`src/rtl/cpu_run_ctrl.sv`:
```
// Run/halt/step sequencer that gates the CPU commit enable and counts retired instructions.
// Define CPU_RUN_CTRL_BREAKPOINT_EN to build the PC breakpoint slots; without it bp_* inputs are ignored.
module cpu_run_ctrl #(
  parameter int BP_NUM   = 4,
  parameter int BP_IDX_W = 2,
  parameter int STEP_W   = 16
) (
  input  logic                clk,
  input  logic                rst,
  input  logic                cmd_valid,
  output logic                cmd_ready,
  input  logic [1:0]          cmd_op,
  input  logic [STEP_W-1:0]   cmd_arg,
  input  logic                bp_we,
  input  logic [BP_IDX_W-1:0] bp_idx,
  input  logic [31:0]         bp_addr,
  input  logic                bp_en_in,
  input  logic [31:0]         current_pc,
  output logic                cpu_en,
  output logic [1:0]          state,
  output logic [1:0]          halt_cause,
  output logic [31:0]         retired
);

  typedef enum logic [1:0] {
    ST_HALTED = 2'b00,
    ST_RUN    = 2'b01,
    ST_STEP   = 2'b10
  } state_e;

  localparam logic [1:0] OP_HALT    = 2'b00;
  localparam logic [1:0] OP_RUN     = 2'b01;
  localparam logic [1:0] OP_STEPN   = 2'b11;
  localparam logic [1:0] CAUSE_CMD  = 2'b00;
  localparam logic [1:0] CAUSE_BP   = 2'b01;
  localparam logic [1:0] CAUSE_STEP = 2'b10;

  state_e            state_q, state_d;
  logic [1:0]        cause_q, cause_d;
  logic [STEP_W-1:0] remain_q, remain_d;
  logic [31:0]       retired_q;
  logic [STEP_W-1:0] new_remain_s;
  logic              cmd_acc_s;
  logic              bp_hit_s;

  assign cmd_ready    = 1'b1;
  assign cmd_acc_s    = cmd_valid && rst;
  assign new_remain_s = (cmd_op == OP_STEPN) ? cmd_arg : {{(STEP_W-1){1'b0}}, 1'b1};
  // Reset forces the CPU to hold even before the state register clears.
  assign cpu_en = rst && !bp_hit_s &&
                  ((state_q == ST_RUN) ||
                   ((state_q == ST_STEP) && (remain_q != {STEP_W{1'b0}})));

`ifdef CPU_RUN_CTRL_BREAKPOINT_EN
  logic [29:0]       bp_addr_q [BP_NUM];
  logic [BP_NUM-1:0] bp_en_q;
  logic [BP_NUM-1:0] bp_match_s;
  logic              skip_bp_q;
  logic              unused_s;

  assign unused_s = ^{bp_addr[1:0], current_pc[1:0]};

  always_comb begin
    for (int i = 0; i < BP_NUM; i++) begin
      bp_match_s[i] = bp_en_q[i] && (bp_addr_q[i] == current_pc[31:2]);
    end
  end

  // skip_bp lets a resume from a breakpoint PC commit that instruction once.
  assign bp_hit_s = (|bp_match_s) && !skip_bp_q;

  always_ff @(posedge clk) begin
    if (!rst) begin
      for (int i = 0; i < BP_NUM; i++) begin
        bp_addr_q[i] <= 30'd0;
        bp_en_q[i]   <= 1'b0;
      end
      skip_bp_q <= 1'b0;
    end else begin
      for (int i = 0; i < BP_NUM; i++) begin
        if (bp_we && (bp_idx == BP_IDX_W'(i))) begin
          bp_addr_q[i] <= bp_addr[31:2];
          bp_en_q[i]   <= bp_en_in;
        end
      end
      if (cpu_en) begin
        skip_bp_q <= 1'b0;
      end else if (cmd_acc_s && (state_q == ST_HALTED) && (cmd_op != OP_HALT)) begin
        skip_bp_q <= 1'b1;
      end
    end
  end
`else
  logic unused_s;

  assign unused_s = ^{bp_we, bp_idx, bp_addr, bp_en_in, current_pc};
  assign bp_hit_s = 1'b0;
`endif

  always_comb begin
    state_d  = state_q;
    cause_d  = cause_q;
    remain_d = remain_q;
    case (state_q)
      ST_HALTED: begin
        if (cmd_acc_s && (cmd_op == OP_RUN)) begin
          state_d = ST_RUN;
        end else if (cmd_acc_s && (cmd_op == OP_HALT)) begin
          cause_d = CAUSE_CMD;
        end else if (cmd_acc_s) begin
          remain_d = new_remain_s;
          if (new_remain_s == {STEP_W{1'b0}}) begin
            cause_d = CAUSE_STEP;
          end else begin
            state_d = ST_STEP;
          end
        end else begin
          state_d = ST_HALTED;
        end
      end
      ST_RUN, ST_STEP: begin
        // HALT wins over a breakpoint; a breakpoint wins over a reload.
        if (cmd_acc_s && (cmd_op == OP_HALT)) begin
          state_d = ST_HALTED;
          cause_d = CAUSE_CMD;
        end else if (bp_hit_s) begin
          state_d = ST_HALTED;
          cause_d = CAUSE_BP;
        end else if (cmd_acc_s && cmd_op[1]) begin
          remain_d = new_remain_s;
          if (new_remain_s == {STEP_W{1'b0}}) begin
            state_d = ST_HALTED;
            cause_d = CAUSE_STEP;
          end else begin
            state_d = ST_STEP;
          end
        end else if ((state_q == ST_STEP) && cpu_en) begin
          remain_d = remain_q - {{(STEP_W-1){1'b0}}, 1'b1};
          if (remain_q == {{(STEP_W-1){1'b0}}, 1'b1}) begin
            state_d = ST_HALTED;
            cause_d = CAUSE_STEP;
          end else begin
            state_d = ST_STEP;
          end
        end else begin
          state_d = state_q;
        end
      end
      default: begin
        state_d = ST_HALTED;
        cause_d = CAUSE_CMD;
      end
    endcase
  end

  always_ff @(posedge clk) begin
    if (!rst) begin
      state_q   <= ST_HALTED;
      cause_q   <= CAUSE_CMD;
      remain_q  <= {STEP_W{1'b0}};
      retired_q <= 32'd0;
    end else begin
      state_q   <= state_d;
      cause_q   <= cause_d;
      remain_q  <= remain_d;
      retired_q <= cpu_en ? (retired_q + 32'd1) : retired_q;
    end
  end

  assign state      = state_q;
  assign halt_cause = cause_q;
  assign retired    = retired_q;

endmodule
```
`config.mk`:
```
export PLATFORM = sky130hd
export DESIGN_NAME = cpu_run_ctrl
export DESIGN_NICKNAME = d
export VERILOG_FILES = /design/src/rtl/cpu_run_ctrl.sv
export SDC_FILE = /design/constraint.sdc
export NUM_CORES = 1
export LEC_CHECK = 0
export BUFFER_PORTS_ARGS = -buffer_cell sky130_fd_sc_hd__buf_2
export CAP_MARGIN = 20
export CORE_MARGIN = 10
export CORE_UTILIZATION = 49
export DETAILED_ROUTE_END_ITERATION = 7
export PLACE_DENSITY = 0.81
export SLEW_MARGIN = 5
export SYNTH_ARGS = -nofsm -noshare
export SYNTH_HDL_FRONTEND = slang
export SYNTH_SLANG_ARGS = --single-unit
export TNS_END_PERCENT = 1
```
`constraint.sdc`:
```
create_clock -name clk -period 3.05 [get_ports clk]
set_input_delay 0.305 -clock clk [delete_from_list [all_inputs] [get_ports clk]]
set_output_delay 0.305 -clock clk [all_outputs]
set_load 0.1 [all_outputs]
```
; ---- Word level (Yosys, flattened, before mapping)
; Index checks and enable logic that the tools add are counted.
[totals]
reg_bits = 52
latchBits = 0
ramBits = 0
romBits = 0
input_bits = 89
output_inout_bits = 38
word_cells = 65
memories = 0
[op_classes]
addsub = 2
mul = 0
div_mod_pow = 0
n_lt_le_gt_ge = 0
eq_ne = 15
shift = 0
mux = 27
bitwise = 0
reduce_logical = 17
[ops]
columns = operator, n
row1 = $mux 16, 7
row2 = $mux 2, 17
row3 = $add 32x1->32 const B, 1
row4 = $pmux 16 s2, 1
row5 = $eq 16x1->1 const B, 1
row6 = $logic_not 16->1, 1
row7 = $reduce_bool 16->1, 1
row8 = $sub 16x1->16 const B, 1
row9 = $ne 4x4->1 const B, 3
row10 = $ne 3x3->1 const B, 3
row11 = $ne 2x2->1 const B, 4
row12 = $pmux 2 s2, 2
row13 = $logic_and 1x1->1, 7
row14 = $reduce_and 6->1, 1
row15 = $eq 2x1->1 const B, 2
row16 = $eq 2x2->1 const B, 2
row17 = $logic_not 2->1, 2
row18 = $reduce_and 4->1, 1
row19 = $reduce_and 3->1, 1
row20 = $reduce_bool 2->1, 1
row21 = $reduce_or 2->1, 1
row22 = $logic_or 1x1->1, 1

; ---- Logic depth before layout (Yosys ltp)
; Gate-level depths: netlist of run 1.
[depth]
depth_word = 9
ltp_mapped = 10

; ---- Worst setup path before layout of run 1
; OpenSTA, ideal clock, no wires.
[synth_path]
kind = reg2out
start = reg state_q[0], in the netlist state[0]
end = out cpu_en
arrival_ns = 3.265
path_slack_ns = -0.520
stages_incl_launch_ff = 8
n_path_buf = 2
cell_sequence = dfxtp_1 -> ha_1 -> nand2b_1 -> or4_4 -> buf_6 -> o22ai_4 -> buf_2 -> nor2_1
[synth_via]
elab_chain_cells = 4
[synth_lines]
columns = item, line
row1 = start: declaration, 38  ; state_e state_q, state_d;
row2 = start signal: assignment, 163  ; state_q <= state_d;
row3 = $eq 2x2->1, 52  ; ((state_q == ST_STEP) && (remain_q != {STEP_W{1'b0}})));
row4 = $logic_and 1x1->1, 52
row5 = $logic_or 1x1->1 *, 51  ; ((state_q == ST_RUN) ||
row6 = $logic_and 1x1->1 *, 50  ; assign cpu_en = rst && !bp_hit_s &&
row7 = end: declaration, 19  ; output logic cpu_en,
; Every way passes the cells marked *; elsewhere a longest branch is shown, timed or not.

; ---- Worst setup path in the final report of run 1
[layout_path]
start = reg remain_q[4]
end = out cpu_en
[layout_via]
elab_chain_cells = 4
[layout_lines]
columns = item, line
row1 = start: declaration, 40  ; logic [STEP_W-1:0] remain_q, remain_d;
row2 = start signal: assignment, 160  ; remain_q <= {STEP_W{1'b0}};
row3 = start signal: assignment, 165  ; remain_q <= remain_d;
row4 = $reduce_bool 16->1, 52
row5 = $logic_and 1x1->1, 52
row6 = $logic_or 1x1->1, 51
row7 = $logic_and 1x1->1, 50
; No other way between the ends.

==> results.yml, run 1 <==
outcome:
  status: "finished clean"
route:
  vias: 3285
  drt_iter0_drc: 341
  drt-total-wl_um: 8650
  post_drt_wl_per_cell_um: 16.6
  drc_errors: 0
  ant_nets: 0
  drt_pass1_iterations: 5
  vias_per_cell: 6.31
layout:
  finalNonFillerCells: 521
  final_nets: 540
  layout-drive-gt1-share_pct: 19.6
  final_common_cell: "buf_2"
  post-route-cell-area_mm2: 0.00362
  mostFrequentLayoutCells: "buf_2 (57), dfxtp_1 (51), nand2_1 (41), nor2_1 (24), a21oi_1 (24)"
  diodes: 0
  syn2layout_area_growth_pct: 12.6
  postLayoutCoreUtil_pct: 57.0
logic_synthesis:
  synth_cell_types: 61
  postSynthCellCount: 399
  synth.top_cell.area_share_pct: 32.4
  synth-edff-count: 0
  synth-async-reset-ratio_pct: 0
  synthesis.area_mm2: 0.00321
  synthFlopType: "dfxtp_1"
  synth.area.top_cells: "dfxtp_1 (32%), nand2_1 (4.8%), mux2i_1 (4.0%)"
  ys_warn_count: 0
  ys_ff_latch: 52
  synth-seq-area-share_pct: 32.4
  syn_avg_cell_area_um2: 8.05
  syn_nets: 496
  synth_largest_area_cell: "dfxtp_1"
floorplan:
  initial_utilization_pct: 50.6
  ioPinCount: 127
  coreArea_mm2: 0.00635
  die_w_um: 101
  die-area_mm2: 0.0102
  die_h_um: 101
  rows: 29
sta:
  fmaxAchievable_ghz: 0.348
  worstMarginPinSlew_ps: 761
  relSlewSlack_pct: 49.1
  holdWs_ps: 262
  finalSetupTns_ps: 0
  min_period_ps: 2870
  slew_violations: 0
  hold_violations: 0
  setup_violations: 0
  rsz0062_at_grt: "false"
  fin_crit_sh_pct: 94.2
  worst_slack_ps: 177
  fin_skew_ps: 11.2
power:
  p_total_mw: 1.64
  p_leak_nw: 1.38
  ir_worst_vdd_mv: 0.326
  powerDensity_mw_per_mm2: 452
clock_network:
  cts_buffer_depth: 2
  clock_latency_ps: 320
  root_buffer: "clkbuf_8"
  cts-buffers-inserted: 5
  postCtsHoldBufs: 0
  worst_setup_hold_path_clk_slew_ps: 100
  cts_max_level: 2
  cts_tree: "done"
  cts_resized: 0
  cts_setup_buffers: 0
  clock-sinks: 52
placed_design:
  placed_area_mm2: 0.00352
  hpwl_um: 6420
  dp_cells: 513
  dp_slack_ps: 415
  gp_congestion: 0.913
  io_buffers: 57
critical_path:
  startpoint_type: "register"
  critPathArrivalTime_ps: 2570
  slowest_delay_ps: 690
  critPathRequiredTime_ps: 2740
  setup.worst_path.class: "reg2out"
  critical-path-slowest-cell: "or4_1"
  cp_cell_sequence: "or4_1 -> or4_4 -> o22ai_4 -> nor2_4 -> buf_2"
  crit_fanout: 8
  r2r.worst_path.cells: 6
  cp-end-kind: "output port"
grt:
  antenna_found_initial: 0
  grt_max_degree: 36
  grt-ovfl-total: 0
  grtUsageTotal_pct: 16.4
  grt_pass1_vias: 3161
  grt_pass1_wl_um: 14200
hold_path:
  min_path_type: "in2reg"
  hold_depth: 3
run:
  cap_violations: 0
==> kinds of logic after synthesis <==
group | share of synthesized area (%)
other cells | 0.117
simple gates | 28.3
mux | 4.05
xor+xnor | 1.91
buf+inv | 6.19
flops | 32.4
compound gates | 23.9
fa+ha+maj | 3.12
==> cell type report <==
class | instances | area (µm²)
clock buffers | 5 | 68.8
clock inverters | 3 | 25.0
fillers | 583 | 2730
inverters | 12 | 45.0
multi-input cells | 305 | 1980
flip-flops and latches | 52 | 1040
well taps | 77 | 96.3
repair buffers | 67 | 360
==> Yosys cell counts, types with 3 or more instances <==
master and number:
xnor2_1 3, or4_1 15, nor4_1 15, xor2_1 4
and2_1 3, clkbuf_1 21, and3_1 5, o41ai_1 5
mux2i_1 13, o211ai_1 6, a221oi_1 5, or3_1 4
o311ai_0 3, nor3b_1 4, nor3_1 11, ha_1 8
nand2b_1 16, buf_2 3, dfxtp_1 52, o21ai_0 23
inv_1 12, nor2_1 25, buf_6 4, nand3_1 10
nand4_1 8, o31ai_1 11, a32oi_1 3, a21oi_1 24
nand2_1 41, a32o_1 5
==> routing by layer <==
layer | global-route usage (%) | share of wire, % | vias to the layer above
met4 | 5.57 | 1.3 | 0
li1 | - | - | 1591
met5 | 0 | 0 | -
met1 | 19.7 | 43 | 1559
met3 | 4.05 | 6.7 | 15
met2 | 27.8 | 49 | 120
==> power by group <==
part	total (mW)	switching (mW)	internal (mW)	leakage, nW
sequential	0.727	0.0264	0.700	0.421
combinational	0.480	0.320	0.159	0.911
clock	0.429	0.261	0.168	0.0452
==> critical path: cells and delay by family (launching register included) <==
kind,cells,cell delay [ps]
AND/OR/NAND/NOR,3,1350
AO/OA/AOI/OAI,1,190
buffers and inverters,1,310
flip-flops,1,390
==> sequential cells by signal (all words and copies together), names as in the netlist <==
register and cells:
retired 32, remain_q 16, halt_cause 2, state 2
==> final timing paths <==
path | start | endpoint | slack (ps)
worst min-delay path | cmd_arg[11] | remain_q[11] | 260
worst min register to register | halt_cause[0] | halt_cause[0] | 470
worst max register to register | remain_q[4] | remain_q[6] | 360
worst max-delay path | remain_q[4] | cpu_en | 180
Power figures use the tool's default switching activity.
==> run 2, diff against run 1 <==
--- a/config.mk
+++ b/config.mk
@@ -7,6 +7,7 @@
 export LEC_CHECK = 0
 export BUFFER_PORTS_ARGS = -buffer_cell sky130_fd_sc_hd__buf_2
 export CAP_MARGIN = 20
+export CORE_ASPECT_RATIO = 0.7
 export CORE_MARGIN = 10
 export CORE_UTILIZATION = 49
 export DETAILED_ROUTE_END_ITERATION = 7
==> results.yml, run 2 (synthesis gave the netlist of run 1 again) <==
run:
  cap_violations: 0
sta:
  slew_violations: 0
  min_period_ps: 2710
  hold_violations: 0
  setup_violations: 0
  worstMarginPinSlew_ps: 810
  relSlewSlack_pct: 45.8
  fmaxAchievable_ghz: 0.370
  holdWs_ps: 267
  finalSetupTns_ps: 0
  fin_crit_sh_pct: 88.7
  fin_skew_ps: 8.98
  rsz0062_at_grt: "false"
critical_path:
  cp-startpoint: "remain_q[4]"
  cp-end-kind: "output port"
  critPathArrivalTime_ps: 2400
  crit_fanout: 8
  setup.worst_path.class: "reg2out"
  critical-path-slowest-cell: "or4_1"
  r2r.worst_path.cells: 6
  r2r-end: "remain_q[10]"
  r2r-start: "remain_q[4]"
  cp_cell_sequence: "or4_1 -> or4_4 -> o22ai_4 -> nor2_4 -> buf_2"
  crit_family: "simple AND/OR/NAND/NOR gates"
  crit_buf_inv: 1
  regToRegSetupSlack_ps: 500
  startpoint_type: "register"
  slowest_delay_ps: 600
  critPathRequiredTime_ps: 2740
floorplan:
  ioPinCount: 127
  die_h_um: 87.8
  rows: 24
  die_w_um: 117
  die-area_mm2: 0.0102
  coreArea_mm2: 0.00631
  initial_utilization_pct: 51.0
route:
  vias: 3342
  drt_pass1_iterations: 5
  drt-total-wl_um: 9070
  vias_per_cell: 6.37
  drt_iter0_drc: 397
  drc_errors: 0
  post_drt_wl_per_cell_um: 17.3
  ant_nets: 0
layout:
  mostFrequentLayoutCells: "buf_2 (57), dfxtp_1 (51), nand2_1 (41), nor2_1 (24), a21oi_1 (24)"
  largest_register_ffs: 32
  final_common_cell: "buf_2"
  final_nets: 543
  fillCellCount: 576
  diodes: 0
  multi_input_area_mm2: 0.00198
  seqCellArea_mm2: 0.00104
  syn2layout_area_growth_pct: 13.9
  layout-drive-gt1-share_pct: 20.1
clock_network:
  cts_max_level: 2
  cts_tree: "done"
  cts_setup_buffers: 0
  cts-buffers-inserted: 5
  clock-sinks: 52
  clock_latency_ps: 310
  root_buffer: "clkbuf_8"
  cts_buffer_depth: 2
  cts_resized: 0
  postCtsHoldBufs: 0
  worst_setup_hold_path_clk_slew_ps: 100
outcome:
  status: "finished clean"
placed_design:
  hpwl_um: 6580
  io_buffers: 57
  gp_congestion: 0.919
hold_path:
  min_path_type: "in2reg"
  hp-start: "cmd_arg[14]"
  worst_hold_path.endpoint: "remain_q[14]"
  hold_depth: 3
power:
  p_leak_nw: 1.40
  powerDensity_mw_per_mm2: 466
  ir_worst_vdd_mv: 0.212
grt:
  grt_max_degree: 31
  grt_pass1_vias: 3017
  grt-ovfl-total: 0
  antenna_found_initial: 0
  grt_pass1_wl_um: 14600
  grtUsageTotal_pct: 17.1
[run 2: cell types whose count changed in the layout (fill, tap and decap cells not counted)]
| cell | before | now |
|---|---|---|
| buf_4 | 10 | 13 |
| inv_6 | 2 | 0 |
| bufinv_16 | 0 | 1 |
| clkinv_2 | 0 | 1 |
[run 2: tightest hold or removal path, stage by stage]
cell      delay [ps]
buf_2             90
a221oi_1          70
nor2_1            90
[run 2: per-layer routing]
metal	routed length, µm	up-vias	GRT usage, %
met5	0	-	0
met4	141	0	5.37
met3	870	15	4.51
met2	4090	155	27.1
met1	3970	1567	22.3
li1	-	1605	-
[run 2: worst max-delay path by stage]
stage                       end  cells past startpoint  slack, ps
finish                   cpu_en                      5        340
detailed placement  remain_q[4]                      7        510
global placement    remain_q[6]                      6        580
floorplan           retired[25]                      6        160
CTS                      cpu_en                      5        340
global route        remain_q[4]                      7        250
[run 2: cell type report]
| cell class | instances | area share, % |
|---|---|---|
| multi-input combinational | 305 | 54.1 |
| sequential | 52 | 28.5 |
| timing repair buffer | 70 | 10.5 |
| tap | 78 | 2.67 |
| clock buffer | 5 | 1.88 |
| inverter | 12 | 1.23 |
| clock inverter | 3 | 1.16 |
[run 2: power by group]
| part | switching [mW] | internal [mW] |
|---|---|---|
| sequential | 0.0271 | 0.700 |
| combinational | 0.322 | 0.168 |
| clock | 0.246 | 0.243 |
[run 2: stage by stage]
| step | utilization (%) | cells | total power [mW] | instance area (µm²) | setup WS, ps |
|---|---|---|---|---|---|
| 3_5_place_dp | 56.3 | 517 | 1.22 | 3550 | 511 |
| 4_1_cts | 58.0 | 525 | 1.71 | 3660 | 345 |
| 6_report | 58.0 | 525 | 1.71 | 3660 | 344 |
| 2_1_floorplan | - | 399 | 1.12 | 3220 | 163 |
| 3_3_place_gp | 56.3 | 517 | 1.21 | 3550 | 575 |
| 5_1_grt | 58.0 | 525 | 1.79 | 3660 | 252 |
